### src/rtl/elevator_car_ctrl.sv
// SCAN-style elevator car controller: serves latched floor requests, drives motor and door.
// Define DOOR_REOPEN_EN to add the door_obstruct input (reopen on obstruction while closing).
module elevator_car_ctrl #(
    parameter int BUTTONS_WIDTH = 8,
    parameter int FLOOR_W       = 3,
    parameter int FLOOR_TICKS   = 16,
    parameter int DOOR_TICKS    = 32,
    parameter int CLOSE_TICKS   = 8
) (
    input  logic                     clk,
    input  logic                     reset,
`ifdef DOOR_REOPEN_EN
    input  logic                     door_obstruct,
`endif
    input  logic [BUTTONS_WIDTH-1:0] active_in_levels,
    input  logic [BUTTONS_WIDTH-1:0] active_out_up_levels,
    input  logic [BUTTONS_WIDTH-1:0] active_out_down_levels,
    output logic [BUTTONS_WIDTH-1:0] clr_in_levels,
    output logic [BUTTONS_WIDTH-1:0] clr_out_up_levels,
    output logic [BUTTONS_WIDTH-1:0] clr_out_down_levels,
    output logic [FLOOR_W-1:0]       current_floor,
    output logic                     motor_up,
    output logic                     motor_down,
    output logic                     door_open,
    output logic                     dir_up,
    output logic                     busy
);
    localparam int BW       = BUTTONS_WIDTH;
    localparam int TICK_MAX = (FLOOR_TICKS > DOOR_TICKS)
                              ? ((FLOOR_TICKS > CLOSE_TICKS) ? FLOOR_TICKS : CLOSE_TICKS)
                              : ((DOOR_TICKS > CLOSE_TICKS) ? DOOR_TICKS : CLOSE_TICKS);
    localparam int TW       = (TICK_MAX > 1) ? $clog2(TICK_MAX) : 1;

    localparam logic [1:0] S_IDLE         = 2'd0;
    localparam logic [1:0] S_MOVING       = 2'd1;
    localparam logic [1:0] S_DOOR_OPEN    = 2'd2;
    localparam logic [1:0] S_DOOR_CLOSING = 2'd3;

    localparam logic [TW-1:0] FLOOR_LOAD = TW'(FLOOR_TICKS - 1);
    localparam logic [TW-1:0] DOOR_LOAD  = TW'(DOOR_TICKS - 1);
    localparam logic [TW-1:0] CLOSE_LOAD = TW'(CLOSE_TICKS - 1);

    function automatic logic any_above(input logic [BW-1:0] r, input logic [FLOOR_W-1:0] f);
        any_above = 1'b0;
        for (int i = 0; i < BW; i++)
            if (i > int'(f) && r[i]) any_above = 1'b1;
    endfunction

    function automatic logic any_below(input logic [BW-1:0] r, input logic [FLOOR_W-1:0] f);
        any_below = 1'b0;
        for (int i = 0; i < BW; i++)
            if (i < int'(f) && r[i]) any_below = 1'b1;
    endfunction

    logic [1:0]         state_q, state_d;
    logic [FLOOR_W-1:0] floor_q, floor_d;
    logic               dir_q, dir_d;
    logic [TW-1:0]      timer_q, timer_d;
    logic [BW-1:0]      m_in_q, m_in_d, m_up_q, m_up_d, m_dn_q, m_dn_d;
    logic [BW-1:0]      clr_in_q, clr_up_q, clr_dn_q;
    logic               motor_up_q, motor_down_q, door_open_q, busy_q;

    logic [BW-1:0]      req, oh_cur, oh_next;
    logic [FLOOR_W-1:0] next_floor;
    logic               above_cur, below_cur, above_next, below_next;
    logic [BW-1:0]      mv_in, mv_up, mv_dn;
    logic               mv_stop;

    assign req        = active_in_levels | active_out_up_levels | active_out_down_levels;
    assign next_floor = dir_q ? floor_q + FLOOR_W'(1) : floor_q - FLOOR_W'(1);
    assign oh_cur     = BW'(1) << floor_q;
    assign oh_next    = BW'(1) << next_floor;
    assign above_cur  = any_above(req, floor_q);
    assign below_cur  = any_below(req, floor_q);
    assign above_next = any_above(req, next_floor);
    assign below_next = any_below(req, next_floor);

    // Opposite-direction hall call at the arrival floor is only taken when nothing lies further on.
    assign mv_in   = active_in_levels & oh_next;
    assign mv_up   = (dir_q || !below_next) ? (active_out_up_levels & oh_next) : '0;
    assign mv_dn   = (!dir_q || !above_next) ? (active_out_down_levels & oh_next) : '0;
    assign mv_stop = dir_q ? ((|(mv_in | mv_up)) || !above_next)
                           : ((|(mv_in | mv_dn)) || !below_next);

    always_comb begin
        state_d = state_q;
        floor_d = floor_q;
        dir_d   = dir_q;
        timer_d = timer_q;
        m_in_d  = m_in_q;
        m_up_d  = m_up_q;
        m_dn_d  = m_dn_q;
        case (state_q)
            S_IDLE: begin
                if (|(req & oh_cur)) begin
                    state_d = S_DOOR_OPEN;
                    timer_d = DOOR_LOAD;
                    m_in_d  = active_in_levels & oh_cur;
                    m_up_d  = active_out_up_levels & oh_cur;
                    m_dn_d  = active_out_down_levels & oh_cur;
                end else if (above_cur && (dir_q || !below_cur)) begin
                    dir_d   = 1'b1;
                    state_d = S_MOVING;
                    timer_d = FLOOR_LOAD;
                end else if (below_cur) begin
                    dir_d   = 1'b0;
                    state_d = S_MOVING;
                    timer_d = FLOOR_LOAD;
                end
            end
            S_MOVING: begin
                if (timer_q == '0) begin
                    floor_d = next_floor;
                    timer_d = FLOOR_LOAD;
                    if (mv_stop) begin
                        m_in_d  = mv_in;
                        m_up_d  = mv_up;
                        m_dn_d  = mv_dn;
                        timer_d = DOOR_LOAD;
                        state_d = (|(mv_in | mv_up | mv_dn)) ? S_DOOR_OPEN : S_IDLE;
                    end
                end else begin
                    timer_d = timer_q - TW'(1);
                end
            end
            S_DOOR_OPEN: begin
                if (timer_q == '0) begin
                    state_d = S_DOOR_CLOSING;
                    timer_d = CLOSE_LOAD;
                end else begin
                    timer_d = timer_q - TW'(1);
                end
`ifdef DOOR_REOPEN_EN
                if (door_obstruct) begin
                    state_d = S_DOOR_OPEN;
                    timer_d = DOOR_LOAD;
                end
`endif
            end
            default: begin
                if (timer_q == '0) begin
                    state_d = S_IDLE;
                end else begin
                    timer_d = timer_q - TW'(1);
                end
`ifdef DOOR_REOPEN_EN
                if (door_obstruct) begin
                    state_d = S_DOOR_OPEN;
                    timer_d = DOOR_LOAD;
                end
`endif
            end
        endcase
    end

    // Outputs are registered from next-state so they line up with the state they describe.
    always_ff @(posedge clk or negedge reset) begin
        if (!reset) begin
            state_q      <= S_IDLE;
            floor_q      <= '0;
            dir_q        <= 1'b1;
            timer_q      <= '0;
            m_in_q       <= '0;
            m_up_q       <= '0;
            m_dn_q       <= '0;
            clr_in_q     <= '0;
            clr_up_q     <= '0;
            clr_dn_q     <= '0;
            motor_up_q   <= 1'b0;
            motor_down_q <= 1'b0;
            door_open_q  <= 1'b0;
            busy_q       <= 1'b0;
        end else begin
            state_q      <= state_d;
            floor_q      <= floor_d;
            dir_q        <= dir_d;
            timer_q      <= timer_d;
            m_in_q       <= m_in_d;
            m_up_q       <= m_up_d;
            m_dn_q       <= m_dn_d;
            clr_in_q     <= (state_d == S_DOOR_OPEN) ? m_in_d : '0;
            clr_up_q     <= (state_d == S_DOOR_OPEN) ? m_up_d : '0;
            clr_dn_q     <= (state_d == S_DOOR_OPEN) ? m_dn_d : '0;
            motor_up_q   <= (state_d == S_MOVING) && dir_d;
            motor_down_q <= (state_d == S_MOVING) && !dir_d;
            door_open_q  <= (state_d == S_DOOR_OPEN);
            busy_q       <= (state_d != S_IDLE);
        end
    end

    assign clr_in_levels       = clr_in_q;
    assign clr_out_up_levels   = clr_up_q;
    assign clr_out_down_levels = clr_dn_q;
    assign current_floor       = floor_q;
    assign motor_up            = motor_up_q;
    assign motor_down          = motor_down_q;
    assign door_open           = door_open_q;
    assign dir_up              = dir_q;
    assign busy                = busy_q;
endmodule

### config.mk
export PLATFORM = sky130hd
export DESIGN_NAME = elevator_car_ctrl
export DESIGN_NICKNAME = d
export VERILOG_FILES = /design/src/rtl/elevator_car_ctrl.sv
export SDC_FILE = /design/constraint.sdc
export NUM_CORES = 1
export LEC_CHECK = 0
export CORE_MARGIN = 2
export CORE_UTILIZATION = 40
export CTS_CLUSTER_SIZE = 10
export DETAILED_ROUTE_END_ITERATION = 10
export DONT_BUFFER_PORTS = 1
export GPL_ROUTABILITY_DRIVEN = 0
export PLACE_DENSITY_LB_ADDON = 0.12
export SKIP_CTS_REPAIR_TIMING = 1
export SYNTH_ARGS = -nofsm -noshare
export SYNTH_HDL_FRONTEND = slang
export SYNTH_SLANG_ARGS = --single-unit
### constraint.sdc
create_clock -name clk -period 4 [get_ports clk]
set_input_delay 0 -clock clk [delete_from_list [all_inputs] [get_ports clk]]
set_output_delay 0 -clock clk [all_outputs]
set_load 0.02 [all_outputs]
## Word-level counts from Yosys, hierarchy flattened

Index checks and enable logic that the tools add are counted.

| word-level totals | value |
|---|---|
| output and inout port bits | 32 |
| word-level logic and storage cells | 183 |
| flip-flop bits (word level) | 63 |

| operators by class | value |
|---|---|
| equal/unequal tests | 6 |
| add/subtract/negate cells | 3 |
| muxes and demuxes | 68 |
| reductions and logical operators | 50 |
| bitwise operators | 12 |
| $lt $le $gt $ge | 28 |
| shifts and indexed selects | 2 |

Operator list:

| cell | count |
|---|---|
| $mux 8 | 14 |
| $and 8x8->8 | 7 |
| $pmux 8 s2 | 3 |
| $or 8x8->8 | 5 |
| $mux 5 | 7 |
| $mux 1 | 33 |
| $reduce_or 8->1 | 4 |
| $logic_and 1x1->1 | 31 |
| $gt 3x3->1 const A | 8 |
| $lt 3x3->1 const A | 6 |
| $mux 2 | 8 |
| $shl 1x3->8 const A | 2 |
| $pmux 5 s3 | 1 |
| $gt 2x3->1 const A | 4 |
| $lt 1x3->1 const A | 4 |
| $lt 2x3->1 const A | 4 |
| $gt 1x3->1 const A | 2 |
| $pmux 2 s3 | 1 |
| $logic_not 1->1 | 5 |
| $logic_not 5->1 | 1 |
| $logic_or 1x1->1 | 5 |
| $sub 5x1->5 const B | 1 |
| $eq 2x1->1 const B | 2 |
| $eq 2x2->1 const B | 2 |
| 8 further kinds | 9 |

## Depth between registers and ports, before layout

| depth | value |
|---|---|
| depth after elaboration | 23 |
| mapped depth | 15 |
| mapped depth without buffers | 10 |

## Least setup slack after synthesis

OpenSTA, ideal clock, no wires.

| timing | value |
|---|---|
| kind | reg-to-reg |
| from | register floor_q[0] (netlist: current_floor[0]) |
| to | register clr_in_q[2] (netlist: clr_in_levels[2]) |
| stages on the path, launching flop included | 15 |
| arrival time | 3.653 ns |
| buffers on the path | 4 |
| path slack | 0.273 ns |
| period minus slack after synthesis | 3.727 ns |
| path through | dfrtp_1 > buf_2 > inv_2 > clkbuf_1 > ha_1 > clkbuf_1 > nand3b_1 > o22ai_1 > a2111oi_2 > nand4_1 > or4b_4 > a31oi_4 > buf_4 > a21o_1 > nor2b_1 |

RTL lines:

| element | RTL line | text |
|---|---|---|
| start: declaration | 56 | `logic [FLOOR_W-1:0] floor_q, floor_d;` |
| start signal: assignment | 175 | `floor_q <= floor_d;` |
| $sub 3x1->3 / $add 3x1->3 (equally long branches) | 70 | `assign next_floor = dir_q ? floor_q + FLOOR_W'(1) : floor_q - FLOOR_W'(1);` |
| $mux 3 | 70 |  |
| $gt 1x3->1 / $lt 1x3->1 (equally long branches) | 46, 52 |  |
| $logic_and 1x1->1 (on tied branches) | 46, 52 |  |
| $mux 1 (on tied branches) (7 in a row) | 46, 52 |  |
| $logic_not 1->1 (on tied branches) | - |  |
| $logic_or 1x1->1 (on tied branches) | 81, 80 |  |
| $mux 8 (on tied branches) | 81, 80 |  |
| $or 8x8->8 (on tied branches) | 83, 82 |  |
| $reduce_or 8->1 (on tied branches) | 83, 82 |  |
| $logic_or 1x1->1 (on tied branches) | 83, 82 |  |
| $mux 1 | 82 | `assign mv_stop = dir_q ? ((\|(mv_in \| mv_up)) \|\| !above_next)` |
| $mux 8 | 115 | `if (mv_stop) begin` |
| $mux 8 | 112 | `if (timer_q == '0) begin` |
| $pmux 8 s2 * | 93 | `case (state_q)` |
| named net m_in_d[2] | 59 | `logic [BW-1:0] m_in_q, m_in_d, m_up_q, m_up_d, m_dn_q, m_dn_d;` |
| $mux 8 * | 181 | `clr_in_q <= (state_d == S_DOOR_OPEN) ? m_in_d : '0;` |
| end signal: assignment | 181 |  |
| end: declaration | 60 | `logic [BW-1:0] clr_in_q, clr_up_q, clr_dn_q;` |

Mark *: on every way through the listed nets, which the timed path passes. The rest lies on a longest branch.
A chain may end at the register's enable or synchronous reset.

## Worst setup path after layout

| timing | value |
|---|---|
| from | register floor_q[1] (netlist: current_floor[1]) |
| to | register clr_dn_q[1] (netlist: clr_out_down_levels[1]) |

RTL lines:

| element | RTL line | text |
|---|---|---|
| $sub 3x1->3 / $add 3x1->3 (equally long branches) | 70 |  |
| $mux 3 | 70 |  |
| $gt 1x3->1 / $lt 1x3->1 (equally long branches) | 46, 52 |  |
| $logic_and 1x1->1 (on tied branches) | 46, 52 |  |
| $mux 1 (on tied branches) (7 in a row) | 46, 52 |  |
| $logic_not 1->1 (on tied branches) | - |  |
| $logic_or 1x1->1 (on tied branches) | 81, 80 |  |
| $mux 8 (on tied branches) | 81, 80 |  |
| $or 8x8->8 (on tied branches) | 83, 82 |  |
| $reduce_or 8->1 (on tied branches) | 83, 82 |  |
| $logic_or 1x1->1 (on tied branches) | 83, 82 |  |
| $mux 1 | 82 |  |
| $mux 8 | 115 |  |
| $mux 8 | 112 |  |
| $pmux 8 s2 * | 93 |  |
| named net m_dn_d[1] | 59 |  |
| $mux 8 * | 183 | `clr_dn_q <= (state_d == S_DOOR_OPEN) ? m_dn_d : '0;` |
| end signal: assignment | 183 |  |
| end: declaration | 60 |  |

Marks and branches as above.

==> qor.txt <==
mean instance size in the synthesized netlist = 9.29 sq um
CP Data Required Time = 4.27 ns
fraction of power spent switching nets = 38.1%
post-placement worst setup slack = 0.244 ns
Worst R2R Start = current_floor[1]
min-delay worst type = in2reg
Site Rows = 35
Max clock buf depth = 2
synthesized instance count = 412
standard cell core area = 9280 sq um
Register Area = 1580 sq um
io pins = 58
worst clock skew = 0.0102 ns
max-slew headroom at the worst pin = 51.7%
highest net fanout along the worst path = 17
cell count of the worst hold path = 3
MaxCap Viol Count = 0
utilization after layout = 48.5%
post-synthesis cell type count = 75
wire length of the first global-routing pass = 17,900 microns
area of the die = 10,400 sq um
Post-synth EDFFs = 0
Reg clk slew, reported paths = 0.08 ns
ratio of cells with drive above 1 in the final layout = 12.5%
async set or reset register ratio after synthesis = 100%
total negative slack for setup checks = 0 ns
vertical extent of the die = 102 microns
top flip-flop cell by instance count after synthesis = sky130_fd_sc_hd__dfrtp_1
endpoint of the lowest-slack register-to-register path = clr_out_down_levels[1]
total net switching power = 0.773 mW
total of buffers placed on input and output ports = 0
startpoint types = flop
combinational power share = 30.9%
IR drop worst, VDD = 0.000235 V
worst-skew pair later-pin latency = 0.35 ns
number of global-route vias before repair = 3,096
share of power burned in registers = 40.9%
outcome = complete, no violations
timing-limited maximum frequency = 0.269 GHz
internal power consumption = 1.26 mW
area of the multi-input gates = 2120 sq um
Mapped Area = 3830 sq um
Max Transition Viols Final = 0
RSZ-0062 raised after global routing = false
actual transition at the worst max-transition pin = 0.718 ns
power density relative to cell area = 451 nW/um^2
largest net degree at the start of global routing = 64
flop and latch count out of synthesis = 63
final period utilization = 92.9%
number of nets in the finished design = 476
CP Capture Type = flop
Via Count = 3,519
Critical Setup Path Class = reg2reg
count of antenna-violating nets left after detailed routing = 0
Final Routed Wirelength = 11,700 microns
end point of the most critical hold path = m_up_q[4]
Lkg Pwr = 2.00 nW
net count of the mapped netlist = 446
Synthesis Warnings = 0
half-perimeter wire length after placement = 8210 microns
Hold Crit Start = active_out_up_levels[4]
Ant. Diodes = 0
die span in x = 102 microns
H-tree lvl count = 3
mean routed wirelength per cell = 20.4 microns
Clk network pwr share = 28.2%
setup slack after layout = 0.283 ns
violation count after the first detailed-route iteration = 314
GRT Total Usage = 22.8%
setup slack, reg-to-reg = 0.28 ns
Worst R2R Path Depth = 12
minimum clock period after layout = 3.72 ns
total iterations of the first detailed-routing run = 6
remaining routing DRC violations = 0
final number of setup-violating endpoints = 0
initial antenna violation count = 0
root buffer selected by CTS = sky130_fd_sc_hd__clkbuf_8
TritonCTS clock tree = built
number of buffers created by CTS = 9
FILL cells = 897
Layout Area Growth over Synthesis = 17.5%
Post-Route Hold Slack = 0.00874 ns
register area share after synthesis = 41.2%
worst setup path start = current_floor[1]
initial cell density of the core = 41.2%
overall overflow remaining after global route = 0
TritonCTS Sinks = 63
Fin. Hold Viols = 0
CP arrival = 3.99 ns
post-detailed-route via-to-cell ratio = 6.11
-- cells in the final DEF, fill, tap and decap left out, types with 5 or more instances in the layout --
master and n:
sky130_fd_sc_hd__a21o_1 10, sky130_fd_sc_hd__a21oi_1 18, sky130_fd_sc_hd__a22o_1 9, sky130_fd_sc_hd__and3_1 12
sky130_fd_sc_hd__buf_4 15, sky130_fd_sc_hd__clkbuf_8 9, sky130_fd_sc_hd__dfrtp_1 62, sky130_fd_sc_hd__dlygate4sd3_1 23
sky130_fd_sc_hd__ha_1 7, sky130_fd_sc_hd__inv_1 7, sky130_fd_sc_hd__nand2_1 34, sky130_fd_sc_hd__nand3_1 18
sky130_fd_sc_hd__nand3b_1 5, sky130_fd_sc_hd__nand4_1 7, sky130_fd_sc_hd__nor2_1 25, sky130_fd_sc_hd__nor2b_1 23
sky130_fd_sc_hd__nor3_1 10, sky130_fd_sc_hd__o211ai_1 5, sky130_fd_sc_hd__o21ai_0 20, sky130_fd_sc_hd__o22ai_1 7
sky130_fd_sc_hd__or3_1 12
-- worst max-delay path by stage --
stage | cells past startpoint | to
detailed placement | 10 | clr_in_levels[4]
CTS | 10 | clr_in_levels[4]
global route | 12 | clr_out_down_levels[1]
finish | 12 | clr_out_down_levels[1]
global placement | 10 | clr_in_levels[5]
floorplan | 14 | clr_in_levels[2]
-- layer usage --
metal  vias to the layer above  part of all wire [%]  GRT usage, %
met3                        23                   8.0          6.63
li1                       1621                     -             -
met5                         -                     0             0
met4                         0                   2.0          7.79
met1                      1686                    47          33.0
met2                       189                    43          32.5
-- power groups by stage --
stage | Sequential [mW] | Combinational (mW) | Clock [mW]
global placement | 0.839 | 0.567 | 0
global route | 0.842 | 0.691 | 0.621
finish | 0.830 | 0.627 | 0.572
CTS | 0.830 | 0.580 | 0.586
floorplan | 0.807 | 0.437 | 0
detailed placement | 0.840 | 0.579 | 0
-- final cells by class --
type                            instances  area share [%]
Timing Repair Buffer                   41            9.12
Sequential cell                        63            35.1
Multi-Input combinational cell        318            47.1
Tap cell                              129            3.59
Inverter                                9           0.751
Clock buffer                            9            2.75
Clock inverter                          7            1.61
-- synthesized netlist by cell type (5+ instances only) --
master	n	share of area, %
sky130_fd_sc_hd__a21o_1	10	2.0
sky130_fd_sc_hd__a21oi_1	18	2.4
sky130_fd_sc_hd__a22o_1	9	2.1
sky130_fd_sc_hd__and3_1	12	2.0
sky130_fd_sc_hd__buf_2	8	1.0
sky130_fd_sc_hd__clkbuf_1	10	0.98
sky130_fd_sc_hd__dfrtp_1	62	41
sky130_fd_sc_hd__ha_1	8	2.6
sky130_fd_sc_hd__inv_1	7	0.69
sky130_fd_sc_hd__nand2_1	34	3.3
sky130_fd_sc_hd__nand3_1	18	2.4
sky130_fd_sc_hd__nand3b_1	5	0.98
sky130_fd_sc_hd__nand4_1	7	1.1
sky130_fd_sc_hd__nor2_1	25	2.5
sky130_fd_sc_hd__nor2b_1	23	3.8
sky130_fd_sc_hd__nor3_1	10	1.3
sky130_fd_sc_hd__o211ai_1	5	0.98
sky130_fd_sc_hd__o21ai_0	20	2.6
sky130_fd_sc_hd__o22ai_1	7	1.1
sky130_fd_sc_hd__or3_1	12	2.0
-- sequential cells by signal, summed over array words and instances, names as in the netlist --
register and count:
dir_up 1, m_dn_q 8, state_q 2, m_in_q 8, motor_down 1, clr_out_up_levels 8
m_up_q 8, door_open 1, motor_up 1, busy 1, clr_out_down_levels 8, timer_q 5
clr_in_levels 8, current_floor 3
-- logic make-up (layout without fill, tap and decap cells) --
kind of cell | after synthesis | after routing | share of synthesized area, %
muxes | 6 | 6 | 1.67
DFF | 63 | 63 | 41.2
xor gates and xnor gates | 4 | 4 | 1.11
AOI/OAI and AO/OA | 122 | 122 | 23.8
and+or+nand+nor | 178 | 178 | 26.0
buffers and inverters | 31 | 66 | 3.60
adders and majority gates | 8 | 8 | 2.62
-- metrics by stage --
stage / area [sq um] / cells / total power [mW]
global placement: 4040 / 536 / 1.41
detailed placement: 4040 / 536 / 1.42
global route: 4500 / 576 / 2.15
floorplan: 3830 / 412 / 1.24
finish: 4500 / 576 / 2.03
CTS: 4240 / 552 / 2.00
-- worst max-delay path, cell delays in order (launching register included) --
cell and delay, ns:
sky130_fd_sc_hd__dfrtp_1 0.49, sky130_fd_sc_hd__inv_1 0.17, sky130_fd_sc_hd__ha_1 0.41, sky130_fd_sc_hd__buf_4 0.22, sky130_fd_sc_hd__nor4bb_1 0.07, sky130_fd_sc_hd__a32o_1 0.25, sky130_fd_sc_hd__a2111oi_2 0.38, sky130_fd_sc_hd__nand4_1 0.25
sky130_fd_sc_hd__or4b_4 0.62, sky130_fd_sc_hd__a31oi_4 0.30, sky130_fd_sc_hd__buf_12 0.19, sky130_fd_sc_hd__a22o_1 0.16, sky130_fd_sc_hd__nor2b_1 0.13
No activity file was read; power rests on OpenSTA's default activity.
